<file path="config.mk">
export PLATFORM = sky130hd
export DESIGN_NAME = clkdiv_ctrl
export DESIGN_NICKNAME = d
export VERILOG_FILES = /design/src/rtl/clkdiv_ctrl.sv
export SDC_FILE = /design/constraint.sdc
export NUM_CORES = 1
export LEC_CHECK = 0
export BUFFER_PORTS_ARGS = -buffer_cell sky130_fd_sc_hd__buf_2
export CAP_MARGIN = 20
export CORE_UTILIZATION = 30
export CTS_BUF_LIST = sky130_fd_sc_hd__clkbuf_16
export CTS_CLUSTER_DIAMETER = 150
export DETAILED_ROUTE_END_ITERATION = 7
export PLACE_DENSITY = 0.54
export SYNTH_ARGS = -nofsm -noshare
export SYNTH_HDL_FRONTEND = slang
export SYNTH_SLANG_ARGS = --single-unit
</file>
<file path="constraint.sdc">
create_clock -name clk -period 2.6 [get_ports clk]
set_input_delay 0.65 -clock clk [delete_from_list [all_inputs] [get_ports clk]]
set_output_delay 0.65 -clock clk [all_outputs]
set_load 0.01 [all_outputs]
</file>
<file path="src/rtl/clkdiv_ctrl.sv">
// Programmable clock-division controller: config handshake, start/stop sequencing,
// tick and square-wave enables, burst-limited tick counting.
module clkdiv_ctrl #(
  parameter int unsigned WIDTH = 8,
  parameter int unsigned CNT_W = 16
) (
  input  logic             clk,
  input  logic             rst,
  input  logic             cfg_valid,
  output logic             cfg_ready,
  input  logic [WIDTH-1:0] cfg_div,
  input  logic [CNT_W-1:0] cfg_burst,
  input  logic             start,
  input  logic             stop,
  output logic             tick,
  output logic             clk_out,
  output logic             busy,
  output logic             done,
  output logic [CNT_W-1:0] tick_cnt
);

  typedef enum logic {IDLE, RUN} state_t;

  state_t           state, state_nx;
  logic [WIDTH-1:0] div_reg, div_nx;
  logic [WIDTH-1:0] phase, phase_nx, phase_inc;
  logic [CNT_W-1:0] burst_reg, burst_nx;
  logic [CNT_W-1:0] cnt_nx, cnt_inc;
  logic             tick_nx, clk_out_nx, done_nx;
  logic             phase_hit;

  // Next-state and next-output logic; every register gets its next value here.
  always_comb begin
    state_nx   = state;
    div_nx     = div_reg;
    burst_nx   = burst_reg;
    phase_nx   = phase;
    cnt_nx     = tick_cnt;
    tick_nx    = 1'b0;
    done_nx    = 1'b0;
    clk_out_nx = clk_out;
    phase_inc  = phase + WIDTH'(1);
    cnt_inc    = tick_cnt + CNT_W'(1);
    phase_hit  = (phase_inc == div_reg);

    case (state)
      IDLE: begin
        if (cfg_valid) begin
          div_nx   = (cfg_div == '0) ? WIDTH'(1) : cfg_div;
          burst_nx = cfg_burst;
        end
        if (start && !stop) begin
          state_nx   = RUN;
          phase_nx   = '0;
          cnt_nx     = '0;
          clk_out_nx = 1'b0;
        end
      end
      RUN: begin
        // stop takes priority over a tick falling due on the same edge
        if (stop) begin
          state_nx   = IDLE;
          clk_out_nx = 1'b0;
        end else if (phase_hit) begin
          phase_nx   = '0;
          tick_nx    = 1'b1;
          cnt_nx     = cnt_inc;
          clk_out_nx = !clk_out;
          if ((burst_reg != '0) && (cnt_inc == burst_reg)) begin
            done_nx  = 1'b1;
            state_nx = IDLE;
          end
        end else begin
          phase_nx = phase_inc;
        end
      end
      default: state_nx = IDLE;
    endcase
  end

  // State and registered outputs.
  always_ff @(posedge clk or negedge rst) begin
    if (!rst) begin
      state     <= IDLE;
      div_reg   <= WIDTH'(1);
      burst_reg <= '0;
      phase     <= '0;
      tick      <= 1'b0;
      clk_out   <= 1'b0;
      busy      <= 1'b0;
      done      <= 1'b0;
      tick_cnt  <= '0;
      cfg_ready <= 1'b1;
    end else begin
      state     <= state_nx;
      div_reg   <= div_nx;
      burst_reg <= burst_nx;
      phase     <= phase_nx;
      tick      <= tick_nx;
      clk_out   <= clk_out_nx;
      busy      <= (state_nx == RUN);
      done      <= done_nx;
      tick_cnt  <= cnt_nx;
      cfg_ready <= (state_nx == IDLE);
    end
  end

endmodule

</file>
# After elaboration in Yosys (flattened, before gate mapping)
# Index checks and enable logic that the tools add are counted.
[classes]
addsub = 2
n_mul = 0
div = 0
magnitude_cmp = 0
n_eq_ne = 6
shift = 0
n_mux = 25
bitwise = 2
n_reduce_logical = 10
[op_table]
columns = ["cell", "n"]
rows = [
  ["two-way mux 16 bit", 3],
  ["two-way mux 8 bit", 4],
  ["case mux 16 bit (2 select lines)", 1],
  ["adder 16 x 1 -> 16 bit, second input constant", 1],
  ["equality test 16 bit", 1],
  ["case mux 8 bit (2 select lines)", 1],
  ["nonzero test 16 bit", 1],
  ["two-way mux 1 bit", 14],
  ["adder 8 x 1 -> 8 bit, second input constant", 1],
  ["equality test 8 bit", 1],
  ["zero test 8 bit", 1],
  ["AND reduction 2 bit", 3],
  ["inequality test 2 bit, second input constant", 2],
  ["case mux 1 bit (2 select lines)", 2],
  ["inequality test 3 x 2 -> 1 bit, second input constant", 1],
  ["AND reduction 3 bit", 1],
  ["logical AND 1 bit", 2],
  ["zero test 1 bit", 2],
  ["inequality test 2 x 1 -> 1 bit, second input constant", 1],
  ["NOT 1 bit", 2],
]
[totals]
regBits = 53
latch_bits = 0
mem_bits_rw = 0
mem_bits_ro = 0
output_inout_bits = 21
wordCells = 54
n_memories = 0

# Longest topological paths before layout
[logic_depth]
depth_word = 8
depth_mapped = 10
ltp_nobuf = 8

# Worst setup path after synthesis
# OpenSTA, ideal clock, no wires.
[synth_timing]
path_type = "reg2reg"
startpoint = "register phase[0]"
endpoint = "register tick_cnt[6]"
setup_ns = 0.133
arrival_time_ns = 2.477
required_ns = 2.467
setup_slack_ns = -0.011
stages_incl_launch_ff = 11
period_less_slack_ns = 2.611
path_cell_list = "dfrtp_1 ha_1 nand3_2 o21a_1 or4_1 a32oi_2 nand2_2 buf_6 buf_2 o311ai_1 nand3_1"
[synth_via]
elab_chain_cells = 4
[synth_lines]
columns = ["item", "line_no", "rtl"]
rows = [
  ["start: declaration", "26", "logic [WIDTH-1:0] phase, phase_nx, phase_inc;"],
  ["start signal: assignment", "98", "phase <= phase_nx;"],
  ["adder 8 x 1 -> 8 bit", "42", "phase_inc = phase + WIDTH'(1);"],
  ["equality test 8 bit", "44", "phase_hit = (phase_inc == div_reg);"],
  ["inequality test 2 x 1 -> 1 bit (no source line)", "n/a", ""],
  ["AND reduction 3 bit (no source line)", "n/a", ""],
  ["end signal: assignment", "103", "tick_cnt <= cnt_nx;"],
  ["end: declaration", "19", "output logic [CNT_W-1:0] tick_cnt"],
]
# Every way passes these cells.
# A chain may end at the register's enable or synchronous reset.

# Final worst setup path
[layout_timing]
startpoint = "register phase[1]"
endpoint = "register tick_cnt[13]"
# Same word-level chain as after synthesis.

==> impl_metrics.toml <==
[status]
outcome = "completed"

[logic_synthesis]
ys_seq_area_share_pct = 41.3
syn_inst = 355
syn_area_per_cell_um2 = 9.07
synth_area_um2 = 3220
ys_ff_latch = 53
synth_top_area_share_pct = 39.7
synth-edff-count = 0
synth_nets = 386
ys_top_cells_by_area = "dfrtp_1 40%, mux2_2 7.3%, xnor2_1 4.4%, nand2_1 4.2%, nand3_1 3.3%"
ys_types = 55
yosysWarnings = 0
synth_largest_area_cell = "dfrtp_1"
synth_ff_type = "dfrtp_1"
async_flop_share_pct = 100

[worst_setup_path]
slowest_stage = "or4_1"
path_class = "register to register"
critPathTopFamily = "simple AND/OR/NAND/NOR gates"
slowest_delay_ns = 0.54
arrival_ns = 2.70
path_buf_inv = 0
crit_fanout = 17
crit_chain = "ha_2, nand3_2, o21a_1, or4_1, a32oi_2, nand2_4, or4_1, nand3_1"
crit_path_end_kind = "register"
required_ns = 2.82
crit_path_start_kind = "register"
path_common_cell = "or4_1"

[die]
fp.dieW_um = 106
rows = 37
die_y_um = 106
ios = 50
dieArea_um2 = 11100
coreArea_um2 = 10400
start_util_pct = 31.0

[global_routing]
antenna_found_initial = 0
grt_first_pass_wirelength_um = 14900
track_usage_pct = 16.9
grt_max_degree = 28
globalRouteMet2Util_pct = 25.9
grt_util_met1_pct = 24.6
globalRouteMet3Util_pct = 2.97
grt_overflow = 0
grt.busiest_layer = "met2"
grt_pass1_vias = 2926

[sta]
finalClockSkew_ns = 0.00910
setup_viol = 0
maxSlewViolCount = 0
grt_setup_unrepaired = "no"
tightestPinTransition_ns = 0.642
period_share_pct = 95.4
min_period_ns = 2.48
finalHoldViolCount = 0
fmax_mhz = 403
timing.setup.tns_ns = 0
slew_headroom_pct = 57.2

[routing]
drt_iter0_drc = 248
wirelength_um = 9030
drc = 0
wl_per_cell_um = 16.0
vias_per_cell = 5.34
vias = 3004
dr.pass1.iters = 4
ant_nets = 0

[clocking]
cts_tree = "built"
worstSkewPairLatency_ns = 0.29
cts_root_buf = "clkbuf_16"
cts_max_level = 2
cts_buffers = 5
cts_sinks = 53
clockBufferDepth = 2
clkTransAtPathRegs_ns = 0.07

[job]
cap_violations = 0

[place]
port_buffers = 49
place_congestion = 0.834
dp_hpwl_um = 6790

[layout]
area_growth_pct = 25.3
multi_input_area_um2 = 1780
ff_latch_area_um2 = 1330
final_util_pct = 38.9
fill_cells = 1069
diodes = 0
final_layout_size_suffix_gt1_share_pct = 31.1
nets = 457

[power_and_ir_drop]
p_leak_nw = 1.69
power_density_nw_per_um2 = 604
ir_worst_vdd_uv = 262

[min_path]
hp-class = "primary input to asynchronous set/reset pin"
-- cell usage after synthesis (2+ instances only) --
master,number
a211oi_1,2
a21oi_1,15
a22o_1,3
a311oi_1,2
a31o_1,2
a31o_2,2
a31oi_1,3
buf_2,4
clkbuf_1,19
dfrtp_1,51
dfstp_2,2
ha_1,2
inv_1,8
mux2_2,21
nand2_1,36
nand2b_1,4
nand3_1,21
nand3b_1,4
nand4_1,9
nor2_1,28
nor2b_1,2
nor3_1,8
nor4_1,10
nor4b_1,2
o211ai_1,10
o21a_1,2
o21ai_0,16
o21ai_1,3
o311ai_1,5
o41ai_1,2
or2_2,3
or3_1,2
or4_1,7
xnor2_1,16
xor2_1,9
-- power by group --
part | total (mW) | switching (mW) | internal, mW
sequential | 1.04 | 0.115 | 0.928
clock | 0.746 | 0.297 | 0.448
combinational | 0.647 | 0.340 | 0.307
total | 2.44 | 0.753 | 1.68
-- repair_timing --
item | in CTS | in global routing
endpoints found under the hold margin | 0 | 0
gates resized for setup | 0 | 6
hold buffers | 0 | 0
setup buffers | 0 | 1
setup endpoints to repair | 0 | 14
-- cell type report --
type / instances / share of cell area, %
timing repair buffer: 89 / 13.9
tap: 136 / 4.22
multi-input combinational: 269 / 44.1
clock inverter: 3 / 0.931
sequential: 53 / 33.0
clock buffer: 5 / 3.10
inverter: 8 / 0.744
-- cell families after synthesis --
kind of cell	count (synthesis)	share of synthesized area [%]
simple gates	146	23.4
compound gates	74	15.8
flops	53	41.3
buf+inv	33	4.24
xor+xnor	25	6.80
mux	22	7.66
fa+ha+maj	2	0.777
-- metrics by stage --
stage / total power [mW] / worst slack [ns] / instances / area [µm²] / hold WS, ns
after floorplan: 1.43 / 0.0216 / 355 / 3220 / 0.354
after global placement: 1.69 / 0.118 / 554 / 3840 / 0.504
after detailed placement: 1.70 / 0.0713 / 554 / 3840 / 0.515
after CTS: 2.46 / 0.0299 / 562 / 4000 / 0.404
after global routing: 2.57 / 0.00169 / 563 / 4030 / 0.431
final: 2.44 / 0.121 / 563 / 4030 / 0.378
-- layer usage --
layer / wire length (µm) / vias up
li1: - / 1448
met3: 523 / 13
met5: 0 / -
met1: 4450 / 1448
met4: 102 / 0
met2: 3960 / 95
-- cell usage in the layout (no fill, tap or decap), types with 3 or more instances in the layout --
cell type	count
dfrtp_1	50
buf_2	49
buf_4	38
nand2_1	36
nor2_1	28
nand3_1	21
mux2_2	21
xnor2_1	16
o21ai_0	16
a21oi_1	15
o211ai_1	10
inv_1	9
xor2_1	9
nand4_1	9
nor4_1	9
nor3_1	8
or4_1	7
o311ai_1	5
clkbuf_16	5
nand3b_1	4
nand2b_1	4
or2_2	3
a31oi_1	3
o21ai_1	3
a22o_1	3
-- worst paths after layout --
path	end	slack, ns	startpoint	cells past startpoint
setup / recovery	tick_cnt[13]$_DFFE_PN0P_	0.12	phase[1]$_DFFE_PN0P_	8
setup reg to reg	tick_cnt[13]$_DFFE_PN0P_	0.12	phase[1]$_DFFE_PN0P_	8
max in group asynchronous	cfg_ready$_DFF_PN1_	1.58	rst	2
hold / removal	burst_reg[0]$_DFFE_PN0P_	0.38	rst	1
min in group clk	div_reg[0]$_DFFE_PN1P_	0.52	div_reg[0]$_DFFE_PN1P_	2
hold reg to reg	div_reg[0]$_DFFE_PN1P_	0.52	div_reg[0]$_DFFE_PN1P_	2
No activity file was read; power rests on OpenSTA's default activity.
